==> config.mk <==
export PLATFORM = sky130hd
export DESIGN_NAME = signed_divider
export DESIGN_NICKNAME = d
export VERILOG_FILES = /design/src/rtl/signed_divider.sv
export SDC_FILE = /design/constraint.sdc
export NUM_CORES = 1
export LEC_CHECK = 0
export BUFFER_PORTS_ARGS = -buffer_cell sky130_fd_sc_hd__clkbuf_2
export CORE_UTILIZATION = 45
export CTS_BUF_LIST = sky130_fd_sc_hd__clkbuf_8
export DETAILED_ROUTE_END_ITERATION = 8
export HOLD_SLACK_MARGIN = 0.05
export PLACE_DENSITY_LB_ADDON = 0.08
export SETUP_SLACK_MARGIN = 0.4
export SLEW_MARGIN = 20
export SYNTH_ARGS = -nofsm -noshare
export SYNTH_HDL_FRONTEND = slang
export SYNTH_SLANG_ARGS = --single-unit
==> constraint.sdc <==
create_clock -name CLK100MHZ -period 4.56 [get_ports CLK100MHZ]
set_input_delay 0.912 -clock CLK100MHZ [delete_from_list [all_inputs] [get_ports CLK100MHZ]]
set_output_delay 0.912 -clock CLK100MHZ [all_outputs]
set_load 0.01 [all_outputs]
==> src/rtl/signed_divider.sv <==
// Iterative 16/8 signed divider: restoring shift-subtract, one quotient bit per cycle.
// Optional macro DIV_ZERO_DETECT_EN short-circuits a zero divisor and raises div_zero.
module signed_divider (
  input  logic        CLK100MHZ,
  input  logic        reset,
  input  logic        start,
  input  logic [15:0] dividend,
  input  logic [7:0]  divisor,
  output logic [15:0] quotient,
  output logic [7:0]  remainder,
  output logic        busy,
  output logic        done,
  output logic        overflow,
  output logic        div_zero
);

  localparam int unsigned DW = 16;
  localparam int unsigned VW = 8;
  localparam int unsigned RW = VW + 1;
  localparam int unsigned CW = 4;

  typedef enum logic [2:0] {IDLE, LOAD, DIVIDE, FIX, DONE} state_t;

  state_t        state_q, state_d;
  logic [DW-1:0] dvd_q, dvd_d;
  logic [VW-1:0] dvs_q, dvs_d;
  logic [DW-1:0] qsh_q, qsh_d;
  logic [RW-1:0] rem_q, rem_d;
  logic [RW-1:0] dvs_mag_q, dvs_mag_d;
  logic [CW-1:0] cnt_q, cnt_d;
  logic [DW-1:0] quotient_q, quotient_d;
  logic [VW-1:0] remainder_q, remainder_d;
  logic          busy_q, busy_d;
  logic          done_q, done_d;
  logic          overflow_q, overflow_d;
`ifdef DIV_ZERO_DETECT_EN
  logic          dz_q, dz_d;
  logic          div_zero_q, div_zero_d;
`endif

  logic [RW:0]   trial;
  logic [RW:0]   diff;
  logic          fits;
  logic          dvd_neg;
  logic          dvs_neg;

  // One restoring step: bring down the next dividend bit and try to subtract.
  always_comb begin
    trial   = {rem_q, qsh_q[DW-1]};
    diff    = trial - {1'b0, dvs_mag_q};
    fits    = (trial >= {1'b0, dvs_mag_q});
    dvd_neg = dvd_q[DW-1];
    dvs_neg = dvs_q[VW-1];
  end

  always_comb begin
    state_d     = state_q;
    dvd_d       = dvd_q;
    dvs_d       = dvs_q;
    qsh_d       = qsh_q;
    rem_d       = rem_q;
    dvs_mag_d   = dvs_mag_q;
    cnt_d       = cnt_q;
    quotient_d  = quotient_q;
    remainder_d = remainder_q;
    busy_d      = busy_q;
    done_d      = 1'b0;
    overflow_d  = overflow_q;
`ifdef DIV_ZERO_DETECT_EN
    dz_d        = dz_q;
    div_zero_d  = div_zero_q;
`endif

    case (state_q)
      IDLE: begin
        if (start) begin
          dvd_d   = dividend;
          dvs_d   = divisor;
          busy_d  = 1'b1;
          state_d = LOAD;
        end
      end

      LOAD: begin
        qsh_d     = dvd_neg ? DW'(-dvd_q) : dvd_q;
        dvs_mag_d = dvs_neg ? RW'(-{dvs_q[VW-1], dvs_q}) : {dvs_q[VW-1], dvs_q};
        rem_d     = '0;
        cnt_d     = '0;
        state_d   = DIVIDE;
`ifdef DIV_ZERO_DETECT_EN
        dz_d = (dvs_q == '0);
        // A zero divisor skips the iterations and only passes through FIX.
        if (dvs_q == '0) begin
          state_d = FIX;
        end
`endif
      end

      DIVIDE: begin
        rem_d   = fits ? RW'(diff) : RW'(trial);
        qsh_d   = {qsh_q[DW-2:0], fits};
        cnt_d   = cnt_q + CW'(1);
        if (cnt_q == CW'(DW - 1)) begin
          state_d = FIX;
        end
      end

      FIX: begin
        quotient_d  = (dvd_neg ^ dvs_neg) ? DW'(-qsh_q) : qsh_q;
        remainder_d = dvd_neg ? VW'(-rem_q) : VW'(rem_q);
        overflow_d  = (dvd_q == 16'h8000) && (dvs_q == 8'hFF);
`ifdef DIV_ZERO_DETECT_EN
        div_zero_d = dz_q;
        if (dz_q) begin
          quotient_d  = 16'hFFFF;
          remainder_d = dvd_q[VW-1:0];
          overflow_d  = 1'b0;
        end
`endif
        busy_d  = 1'b0;
        done_d  = 1'b1;
        state_d = DONE;
      end

      DONE: begin
        state_d = IDLE;
      end

      default: begin
        state_d = IDLE;
      end
    endcase
  end

  always_ff @(posedge CLK100MHZ or negedge reset) begin
    if (!reset) begin
      state_q     <= IDLE;
      dvd_q       <= '0;
      dvs_q       <= '0;
      qsh_q       <= '0;
      rem_q       <= '0;
      dvs_mag_q   <= '0;
      cnt_q       <= '0;
      quotient_q  <= '0;
      remainder_q <= '0;
      busy_q      <= 1'b0;
      done_q      <= 1'b0;
      overflow_q  <= 1'b0;
`ifdef DIV_ZERO_DETECT_EN
      dz_q        <= 1'b0;
      div_zero_q  <= 1'b0;
`endif
    end else begin
      state_q     <= state_d;
      dvd_q       <= dvd_d;
      dvs_q       <= dvs_d;
      qsh_q       <= qsh_d;
      rem_q       <= rem_d;
      dvs_mag_q   <= dvs_mag_d;
      cnt_q       <= cnt_d;
      quotient_q  <= quotient_d;
      remainder_q <= remainder_d;
      busy_q      <= busy_d;
      done_q      <= done_d;
      overflow_q  <= overflow_d;
`ifdef DIV_ZERO_DETECT_EN
      dz_q        <= dz_d;
      div_zero_q  <= div_zero_d;
`endif
    end
  end

  assign quotient  = quotient_q;
  assign remainder = remainder_q;
  assign busy      = busy_q;
  assign done      = done_q;
  assign overflow  = overflow_q;
`ifdef DIV_ZERO_DETECT_EN
  assign div_zero  = div_zero_q;
`else
  assign div_zero  = 1'b0;
`endif

endmodule

==> impl_metrics.tcl, run 1 <==
set metrics [dict create \
    outcome "complete, no violations" \
    timing.setup.critical_path_class "reg2reg" \
    p_sw_mw 1.96 \
    synth-adder-area-share_pct 4.13 \
    area_of_the_core_region_um2 10800 \
    wl_per_cell_um 14.7 \
    cts_hold_buffers 0 \
    number_of_enable_flip_flop_cells_after_synthesis 0 \
    row_count 38 \
    clock-sinks 92 \
    synth_compound_area_share_pct 17.5 \
    synth_ff_type "dfrtp_1" \
    fill_cells 1041 \
    max-cap-violations 0 \
    clock_insertion_delay_worst_skew_ns 0.36 \
    share_clk_of_total_power_pct 13.4 \
    max-clock-path-buffers 2 \
    post_synth_xor_area_fraction_pct 7.32 \
    finalWorstSetupSlack_ns 1.87 \
    postSynthNetCount 568 \
    tritoncts "yes" \
    hp-class "reg2reg" \
    yosys-mux-area-fraction_pct 6.07 \
    critPathArrivalTime_ns 2.92 \
    antenna_violations_before_repair 0 \
    cellPowerDensity_nw_per_um2 797 \
    cts_made_buffers 9 \
    finalNetCount 610 \
    slew_headroom_pct 43.9 \
    synth-warning-count 0 \
    irDropWorstVdd_uv 283 \
    synth_top_family_by_area "compound AO/OA/AOI/OAI gates" \
    cts.root.buffer_cell "clkbuf_8" \
    timing.fmax_mhz 372 \
    critical_path.max_fanout 15 \
    wl_um 10500 \
    grt_start_max_net_pins 61 \
    cell_internal_pwr_mw 2.52 \
    timing.final.max_slew_violations 0 \
    worst-slew-pin-transition_ns 0.840 \
    switching_share_pct 43.8 \
    final-hold-violation-count 0 \
    grt.total_usage_pct 19.6 \
    antennaDiodeCount 0 \
    synth-async-reset-ratio_pct 100 \
    synth_area_um2 5030 \
    layout_common_cells "92 x dfrtp_1, 68 x nand2_1, 67 x o21ai_0" \
    pwr-share-comb_pct 50.3 \
    initial_core_util_pct 46.4 \
    post_cts.repair.setup_buffers 0 \
    dieArea_um2 11600 \
    dr.first_iter.drc_count 141 \
    ys_seq_elements 92 \
    fin_crit_sh_pct 58.9 \
    clock-skew-final_ns 0.0105 \
    route.antenna.remaining_nets 0 \
    route.detailed.vias_per_inst 5.34 \
    period_minus_slack_ns 2.69 \
    dr_total_vias 3797 \
    synth_area_per_cell_um2 9.58 \
    boundaryPins 55 \
    finalSetupTns_ns 0 \
    synth_sequential_area_ratio_pct 45.8 \
    final_layout_size_suffix_gt1_share_pct 18.4 \
    post_cts_resize_count 0 \
    post_synthesis_instance_total 525 \
    report.final.setup_viol 0 \
    gr-total-overflow 0 \
    layout.cells.most_common "dfrtp_1" \
    seq_power_share_pct 36.3 \
    clk_pin_slew_ns 0.09 \
    chipHeight_um 108 \
    pre_cts_slack_ns 1.91 \
    portBuffers 53 \
    grt_setup_unrepaired "false" \
    critPathCaptureType "flip-flop" \
    finalWeightedCongestion 0.887 \
    detailed_place_hpwl_um 7630 \
    first_pass_grt_wire_length_um 17700 \
    worst_setup_path_start_kind "flip-flop" \
    die_w_um 108 \
    post-route-drc-count 0 \
    ys_types 57 \
    power_leakage_nw 2.53 \
    synthSimpleGateAreaFrac_pct 14.8 \
    areaGrowthSynthToFinish_pct 11.9 \
    first_global_vias 3534 \
    critical_path_required_ns 4.79 \
    detail_route.first_pass.iterations 6 \
    clock_tree.htree_level_count 3 \
]
worst max-delay path, stage by stage, from the launching register on:
cell	delay, ns
dfrtp_1	0.43
inv_1	0.08
ha_1	0.15
inv_1	0.05
fa_1	0.42
a211oi_2	0.29
o211ai_1	0.20
a21oi_2	0.59
mux2i_1	0.28
o22ai_1	0.08
Yosys cell counts (all sizes together), types with 2 or more instances:
cell type	instances	area [um^2]
dfrtp	92	2300
nand2	68	255
o21ai	68	340
inv	28	105
nor2	24	90.1
xnor2	23	201
mux2	20	225
clkbuf	19	71.3
xor2	19	166
a21oi	16	83.8
ha	15	188
a22oi	12	90.1
nor3	11	60.1
nand2b	9	56.3
nor2b	9	56.3
buf	8	42.5
mux2i	8	80.1
o31ai	8	65.1
nand3	7	35.0
nor4	5	52.6
a21boi	4	30.0
nand4	4	25.0
o211ai	4	30.0
o311ai	4	35.0
or3	4	25.0
a21o	3	22.5
a32oi	3	26.3
nand4b	3	32.5
o21a	3	22.5
a31oi	2	12.5
o21bai	2	15.0
o22ai	2	12.5
o41ai	2	17.5
or4	2	18.8
per-stage QoR:
step	instances	area (um^2)	hold slack, ns	utilization [%]	total power [mW]
floorplan	525	5030	0.450	-	3.32
global placement	696	5410	0.461	49.9	3.83
detailed placement	696	5410	0.467	49.9	3.91
CTS	711	5630	0.490	51.9	4.52
global route	711	5630	0.515	51.9	4.93
finish	711	5630	0.482	51.9	4.49
layout make-up:
cell class | count | area, um^2 | share of cell area (%)
inverters | 28 | 105 | 1.87
flip-flops and latches | 92 | 2300 | 40.9
clock buffers | 10 | 138 | 2.45
multi-input cells | 378 | 2520 | 44.9
clock inverters | 5 | 77.6 | 1.38
repair buffers | 58 | 305 | 5.42
well taps | 140 | 175 | 3.11
per-layer routing:
metal	up-vias	routed length, um	GRT usage, %
met3	5	435	3.51
li1	1916	-	-
met2	89	4420	28.2
met5	-	0	0
met4	0	78	6.26
met1	1787	5530	29.4
cell families after synthesis:
| group | Yosys count |
|---|---|
| AOI/OAI and AO/OA | 141 |
| muxes | 28 |
| adders and majority gates | 16 |
| xor gates and xnor gates | 42 |
| DFF | 92 |
| buffers and inverters | 55 |
| other | 1 |
| and+or+nand+nor | 150 |
worst paths after layout:
path                         startpoint      endpoint  slack (ns)  depth (start not counted)
max                           qsh_q[15]      rem_q[1]        1.87                          9
min reg2reg                quotient[10]  quotient[10]        0.48                          2
min in group asynchronous         reset  remainder[3]        0.62                          1
min                        quotient[10]  quotient[10]        0.48                          2
max in group asynchronous         reset      rem_q[3]        3.01                          2
max reg2reg                   qsh_q[15]      rem_q[1]        1.87                          9
power groups by stage:
| stage | combinational (mW) | clock [mW] | sequential (mW) |
|---|---|---|---|
| 2_1_floorplan | 1.80 | 0 | 1.52 |
| 3_3_place_gp | 2.22 | 0 | 1.61 |
| 3_5_place_dp | 2.27 | 0 | 1.64 |
| 4_1_cts | 2.27 | 0.622 | 1.63 |
| 5_1_grt | 2.58 | 0.655 | 1.70 |
| 6_report | 2.26 | 0.602 | 1.63 |
flip-flops by register name, indices dropped and copies added, names as in the netlist:
| name | count |
|---|---|
| qsh_q | 16 |
| dvs_mag_q | 9 |
| dvs_q | 8 |
| cnt_q | 4 |
| state_q | 3 |
| done | 1 |
| overflow | 1 |
| dvd_q | 16 |
| busy | 1 |
| remainder | 8 |
| quotient | 16 |
| rem_q | 9 |
Power figures use the tool's default switching activity.
==> run 2, diff against run 1 <==
==> constraint.sdc (replaced) <==
create_clock -name CLK100MHZ -period 2.6 [get_ports CLK100MHZ]
set_input_delay 0.52 -clock CLK100MHZ [delete_from_list [all_inputs] [get_ports CLK100MHZ]]
set_output_delay 0.52 -clock CLK100MHZ [all_outputs]
set_load 0.01 [all_outputs]
==> run 2 against run 1 <==
  * Flip-flop and latch count stayed put
  * Sequential share of layout area is 0.98 points lower
  * Routed wire length down 0.62%
  * Sequential power grew 71%
  * Core utilization grew 1.3 points
  * Clock-buffer cell count stayed put
  * Fmax increased by 25%
  * Critical path type unchanged
  * Critical endpoint unchanged
  * Largest cell class unchanged
  * Highest routed layer unchanged
==> impl_metrics.tcl, run 2 (synthesis gave the netlist of run 1 again) <==
set metrics [dict create \
    outcome "complete, no violations" \
    share_clk_of_total_power_pct 11.8 \
    wl_um 10400 \
    timing.final.max_slew_violations 0 \
    cellPowerDensity_nw_per_um2 1400 \
    layout_common_cells "92 x dfrtp_1, 68 x nand2_1, 64 x o21ai_0" \
    dr.first_iter.drc_count 166 \
    critical_path_required_ns 2.83 \
    number_of_buffer_and_inverter_stages_on_the_critical_path 3 \
    dieArea_um2 11600 \
    wl_per_cell_um 14.3 \
    clock-sinks 92 \
    detailed_place_hpwl_um 7740 \
    p_sw_mw 3.51 \
    critical_path.top_delay_family "compound AO/OA/AOI/OAI gates" \
    switching_share_pct 43.4 \
    detail_route.first_pass.iterations 4 \
    areaGrowthSynthToFinish_pct 14.7 \
    cts_made_buffers 9 \
    irDropWorstVdd_uv 452 \
    timing.hold.ws_ns 0.129 \
    grt_start_max_net_pins 52 \
    hp-class "in2async" \
    row_count 38 \
    period_minus_slack_ns 2.14 \
    timing.reg2reg.setup_slack_ns 0.46 \
    cts.root.buffer_cell "clkbuf_8" \
    seq_power_share_pct 34.5 \
    portBuffers 53 \
    antenna_violations_before_repair 0 \
    slowest_stage "dfrtp_1" \
    critPathArrivalTime_ns 2.38 \
    route.detailed.vias_per_inst 5.27 \
    tritoncts "yes" \
    layout.cells.most_common "dfrtp_1" \
    worst-slew-pin-transition_ns 0.533 \
    fin_crit_sh_pct 82.4 \
    timing.setup.critical_path_class "reg2reg" \
    gr-total-overflow 0 \
    initial_core_util_pct 46.4 \
    power_leakage_nw 2.60 \
    finalSetupTns_ns 0 \
    finalNetCount 625 \
    post-route-drc-count 0 \
    clock_tree.htree_level_count 3 \
    slew_headroom_pct 64.4 \
    fill_cells 1037 \
    timing.fmax_mhz 467 \
    critPathCaptureType "flip-flop" \
    critical_path.max_stage_delay_ns 0.39 \
    clk_pin_slew_ns 0.09 \
    critical_path.max_fanout 7 \
    area_of_the_core_region_um2 10800 \
    finalWeightedCongestion 0.860 \
    first_global_vias 3506 \
    antennaDiodeCount 0 \
    grt_setup_unrepaired "true" \
    clock-skew-final_ns 0.00579 \
    cts_hold_buffers 0 \
    route.antenna.remaining_nets 0 \
    boundaryPins 55 \
    chipHeight_um 108 \
    dr_total_vias 3828 \
    final_layout_size_suffix_gt1_share_pct 21.3 \
    cell_internal_pwr_mw 4.58 \
    clock_insertion_delay_worst_skew_ns 0.37 \
    placedInstanceArea_um2 5490 \
    grt.total_usage_pct 19.5 \
    worst_setup_path_start_kind "flip-flop" \
    die_w_um 108 \
    final-hold-violation-count 0 \
    postLayoutCellArea_um2 5770 \
    first_pass_grt_wire_length_um 17500 \
    max-clock-path-buffers 2 \
    path_cells "inv_1, ha_2, inv_2, fa_2, a211oi_2, o211ai_1, a21oi_2, buf_6, mux2i_1, o22ai_1" \
    pwr-share-comb_pct 53.7 \
    report.final.setup_viol 0 \
    max-cap-violations 0 \
]
run 2: cell count changes in the layout (fill, tap and decap cells not counted), moves of 2 or more:
cell      change
buf_12        +3
buf_4        +11
o311ai_1      +2
o21ai_0       -3
inv_1         -2
o21ai_1       +3
o311ai_0      -2
clkinv_2      +2
run 2: power by group through the flow:
| stage | registers [mW] | clock network (mW) | logic, mW |
|---|---|---|---|
| after floorplan | 2.67 | 0 | 3.17 |
| after global placement | 2.79 | 0 | 4.05 |
| after detailed placement | 2.83 | 0 | 4.13 |
| after CTS | 2.80 | 0.990 | 4.29 |
| after global routing | 2.91 | 1.05 | 4.93 |
| final | 2.79 | 0.959 | 4.35 |
run 2: layout make-up:
cell class | instances | area, um^2 | share of cell area (%)
flip-flops and latches | 92 | 2300 | 39.9
clock buffers | 10 | 138 | 2.39
clock inverters | 5 | 52.6 | 0.911
well taps | 140 | 175 | 3.04
repair buffers | 73 | 459 | 7.96
multi-input cells | 378 | 2530 | 43.9
inverters | 28 | 105 | 1.82
run 2: layer usage:
layer | GRT usage (%) | vias up | part of all wire (%)
li1 | - | 1949 | -
met1 | 29.7 | 1788 | 53
met2 | 27.7 | 80 | 42
met3 | 3.03 | 11 | 4.0
met4 | 7.05 | 0 | 1.4
met5 | 0 | - | 0
run 2: final timing paths:
kind                             startpoint      endpoint  cells after the start
min in group CLK100MHZ          dividend[1]      dvd_q[1]                      3
worst max register to register    qsh_q[15]      rem_q[1]                     10
worst min register to register  quotient[2]   quotient[2]                      2
max in group asynchronous             reset      qsh_q[2]                      2
worst max-delay path              qsh_q[15]      rem_q[1]                     10
worst min-delay path                  reset  remainder[4]                      1
run 2: what timing repair did:
item / 4_1_cts / 5_1_grt
endpoints found under the setup margin: 10 / 9
setup buffers: 4 / 3
gates cloned: 0 / 0
resized for setup: 3 / 9
pin swaps: 3 / 8
endpoints found under the hold margin: 0 / 0
run 2: stage by stage:
step                utilization (%)  power, mW  worst slack [ns]  cells
finish                         53.2       8.10             0.458    726
global route                   53.2       8.89             0.357    726
CTS                            52.9       8.07             0.435    723
detailed placement             50.6       6.96             0.197    704
global placement               50.6       6.84             0.299    704
floorplan                         -       5.84             0.410    525
==> run 3, diff against run 2 <==
==> constraint.sdc (replaced) <==
create_clock -name CLK100MHZ -period 2 [get_ports CLK100MHZ]
set_input_delay 0.4 -clock CLK100MHZ [delete_from_list [all_inputs] [get_ports CLK100MHZ]]
set_output_delay 0.4 -clock CLK100MHZ [all_outputs]
set_load 0.01 [all_outputs]
==> run 3 against run 2 <==
  * Flip-flop and latch count did not move
  * Via count grew 8.1%
  * Fmax decreased by 1.3%
  * Routed wire length grew 15%
  * Clock-buffer cell count stayed put
  * Cell count increased by 6.3%
  * Highest routed layer unchanged
  * Sequential power increased by 27%
  * Cell area increased by 14%
  * First-iteration DRC count is 72% higher
  * Worst hold slack better by 0.099 ns
  * Critical path type unchanged
  * The run now ends with negative setup slack left
  * Clock power up 70%
  * Largest power group unchanged
==> impl_metrics.tcl, run 3 (synthesis gave the netlist of run 1 again) <==
set metrics [dict create \
    antennaDiodeCount 0 \
    clk_pin_slew_ns 0.09 \
    areaGrowthSynthToFinish_pct 30.7 \
    timing.setup.critical_path_class "reg2reg" \
    switching_share_pct 41.6 \
    report.final.setup_viol 10 \
    tritoncts "yes" \
    dr_total_vias 4139 \
    number_of_buffer_and_inverter_stages_on_the_critical_path 3 \
    finalNetCount 670 \
    multiInputGateArea_um2 2800 \
    area_of_the_core_region_um2 10800 \
    route.antenna.remaining_nets 0 \
    boundaryPins 55 \
    design_power_total_mw 12.6 \
    max-clock-path-buffers 2 \
    post-route-drc-count 0 \
    critical_path.max_fanout 10 \
    placed_cells_incl_taps 731 \
    placedInstanceArea_um2 5760 \
    route.detailed.vias_per_inst 5.36 \
    power_leakage_nw 2.98 \
    slew_headroom_pct 64.7 \
    dieArea_um2 11600 \
    seq_power_share_pct 28.1 \
    fin_crit_sh_pct 109 \
    cellPowerDensity_nw_per_um2 1920 \
    worst_setup_path_start_kind "flip-flop" \
    critical_path_required_ns 2.24 \
    clock_insertion_delay_worst_skew_ns 0.37 \
    detail_route.first_pass.iterations 5 \
    clock-sinks 92 \
    critPathArrivalTime_ns 2.41 \
    row_count 38 \
    hp-class "in2reg" \
    grt_start_max_net_pins 54 \
    layout_common_cells "84 x dfrtp_1, 63 x nand2_1, 52 x clkbuf_2" \
    antenna_violations_before_repair 0 \
    cell_internal_pwr_mw 7.37 \
    clock-skew-final_ns 0.00800 \
    cts_made_buffers 9 \
    pre_cts_slack_ns -0.193 \
    violations "negative setup slack" \
    detailed_place_hpwl_um 8220 \
    wl_um 11900 \
    fin_cells 772 \
    postLayoutCellArea_um2 6570 \
    grt.total_usage_pct 21.3 \
    slowest_stage "dfrtp_1" \
    share_clk_of_total_power_pct 12.9 \
    ff_latch_area_um2 2310 \
    max-cap-violations 0 \
    dr.first_iter.drc_count 286 \
    worst-slew-pin-transition_ns 0.524 \
    layout.cells.most_common "dfrtp_1" \
    fill_cells 899 \
    first_global_vias 3875 \
    cts.root.buffer_cell "clkbuf_8" \
    p_sw_mw 5.25 \
    finalWeightedCongestion 0.844 \
    critical_path.max_stage_delay_ns 0.38 \
    final-hold-violation-count 0 \
    finalWorstSetupSlack_ns -0.170 \
    irDropWorstVdd_uv 889 \
    period_minus_slack_ns 2.17 \
    initial_core_util_pct 46.4 \
    final_layout_size_suffix_gt1_share_pct 33.9 \
    path_cells "inv_1, ha_2, inv_2, fa_2, a211oi_4, o211ai_1, a21oi_2, buf_12, mux2i_1, o22ai_1" \
    wl_per_cell_um 15.5 \
    die_w_um 108 \
    timing.final.max_slew_violations 0 \
    critPathCaptureType "flip-flop" \
    first_pass_grt_wire_length_um 19100 \
    gr-total-overflow 0 \
    chipHeight_um 108 \
    finalSetupTns_ns -1.19 \
    portBuffers 53 \
    critical_path.top_delay_family "compound AO/OA/AOI/OAI gates" \
    grt_setup_unrepaired "true" \
    clock_tree.htree_level_count 3 \
    timing.fmax_mhz 461 \
    pwr-share-comb_pct 59.0 \
    outcome "finished with violations" \
]
==> run 3: changes by cell type in the layout (fill, tap and decap cells not counted), moves of 4 or more <==
| cell | previous run | this run |
|---|---|---|
| buf_4 | 17 | 48 |
| o21ai_0 | 64 | 47 |
| o21ai_1 | 4 | 17 |
| dfrtp_1 | 92 | 84 |
| dfrtp_2 | 0 | 8 |
| buf_6 | 1 | 8 |
| a21oi_1 | 15 | 9 |
| a21oi_2 | 1 | 6 |
| nand2_1 | 68 | 63 |
| buf_12 | 3 | 7 |
| o21ai_2 | 0 | 4 |
==> run 3: worst register-to-register path: stages (launching register included) <==
cell,delay [ns]
dfrtp_1,0.38
inv_1,0.06
ha_2,0.17
inv_2,0.04
fa_2,0.38
a211oi_4,0.24
o211ai_1,0.15
a21oi_2,0.23
buf_12,0.15
mux2i_1,0.17
o22ai_1,0.08
==> run 3: through the flow <==
step / hold slack [ns] / utilization [%]
floorplan: 0.104 / -
global placement: 0.374 / 53.1
detailed placement: 0.378 / 53.1
finish: 0.228 / 60.6
CTS: 0.215 / 57.2
global route: 0.236 / 60.6
==> run 3: final timing paths <==
path                       slack [ns]         start           end  cells after the start
min                              0.23    divisor[0]      dvs_q[0]                      3
min in group asynchronous        0.51         reset  remainder[2]                      2
max                             -0.17     qsh_q[15]      rem_q[1]                     10
min reg2reg                      0.48  dvs_mag_q[5]  dvs_mag_q[5]                      2
max in group asynchronous        0.94         reset      dvd_q[0]                      3
max reg2reg                     -0.17     qsh_q[15]      rem_q[1]                     10
==> run 3: power groups by stage <==
stage	sequential [mW]	clock, mW	combinational (mW)
3_3_place_gp	3.52	0	6.05
4_1_cts	3.54	1.67	6.60
3_5_place_dp	3.56	0	6.17
5_1_grt	3.69	1.77	8.25
2_1_floorplan	3.47	0	4.15
6_report	3.55	1.63	7.45
==> run 3: area by class of cell <==
type	instances	area share [%]
Multi-Input combinational cell	378	42.6
Sequential cell	92	35.2
Timing Repair Buffer	118	13.9
Tap cell	140	2.67
Clock buffer	10	2.09
Clock inverter	6	1.94
Inverter	28	1.64
==> run 3: per-layer routing <==
metal	vias up	global-route usage, %	part of all wire, %	wire (um)
met5	-	0	0	0
met4	0	7.73	1.6	187
met3	14	3.51	4.2	499
met2	108	32.0	46	5450
met1	1967	30.9	49	5810
li1	2050	-	-	-
==> run 3: what timing repair did <==
item | 4_1_cts | 5_1_grt
cloned | 0 | 2
setup buffers | 5 | 17
pin swaps | 17 | 22
setup endpoints to repair | 55 | 62
gates resized for setup | 46 | 52
hold buffers | 1 | 0
endpoints found under the hold margin | 30 | 0
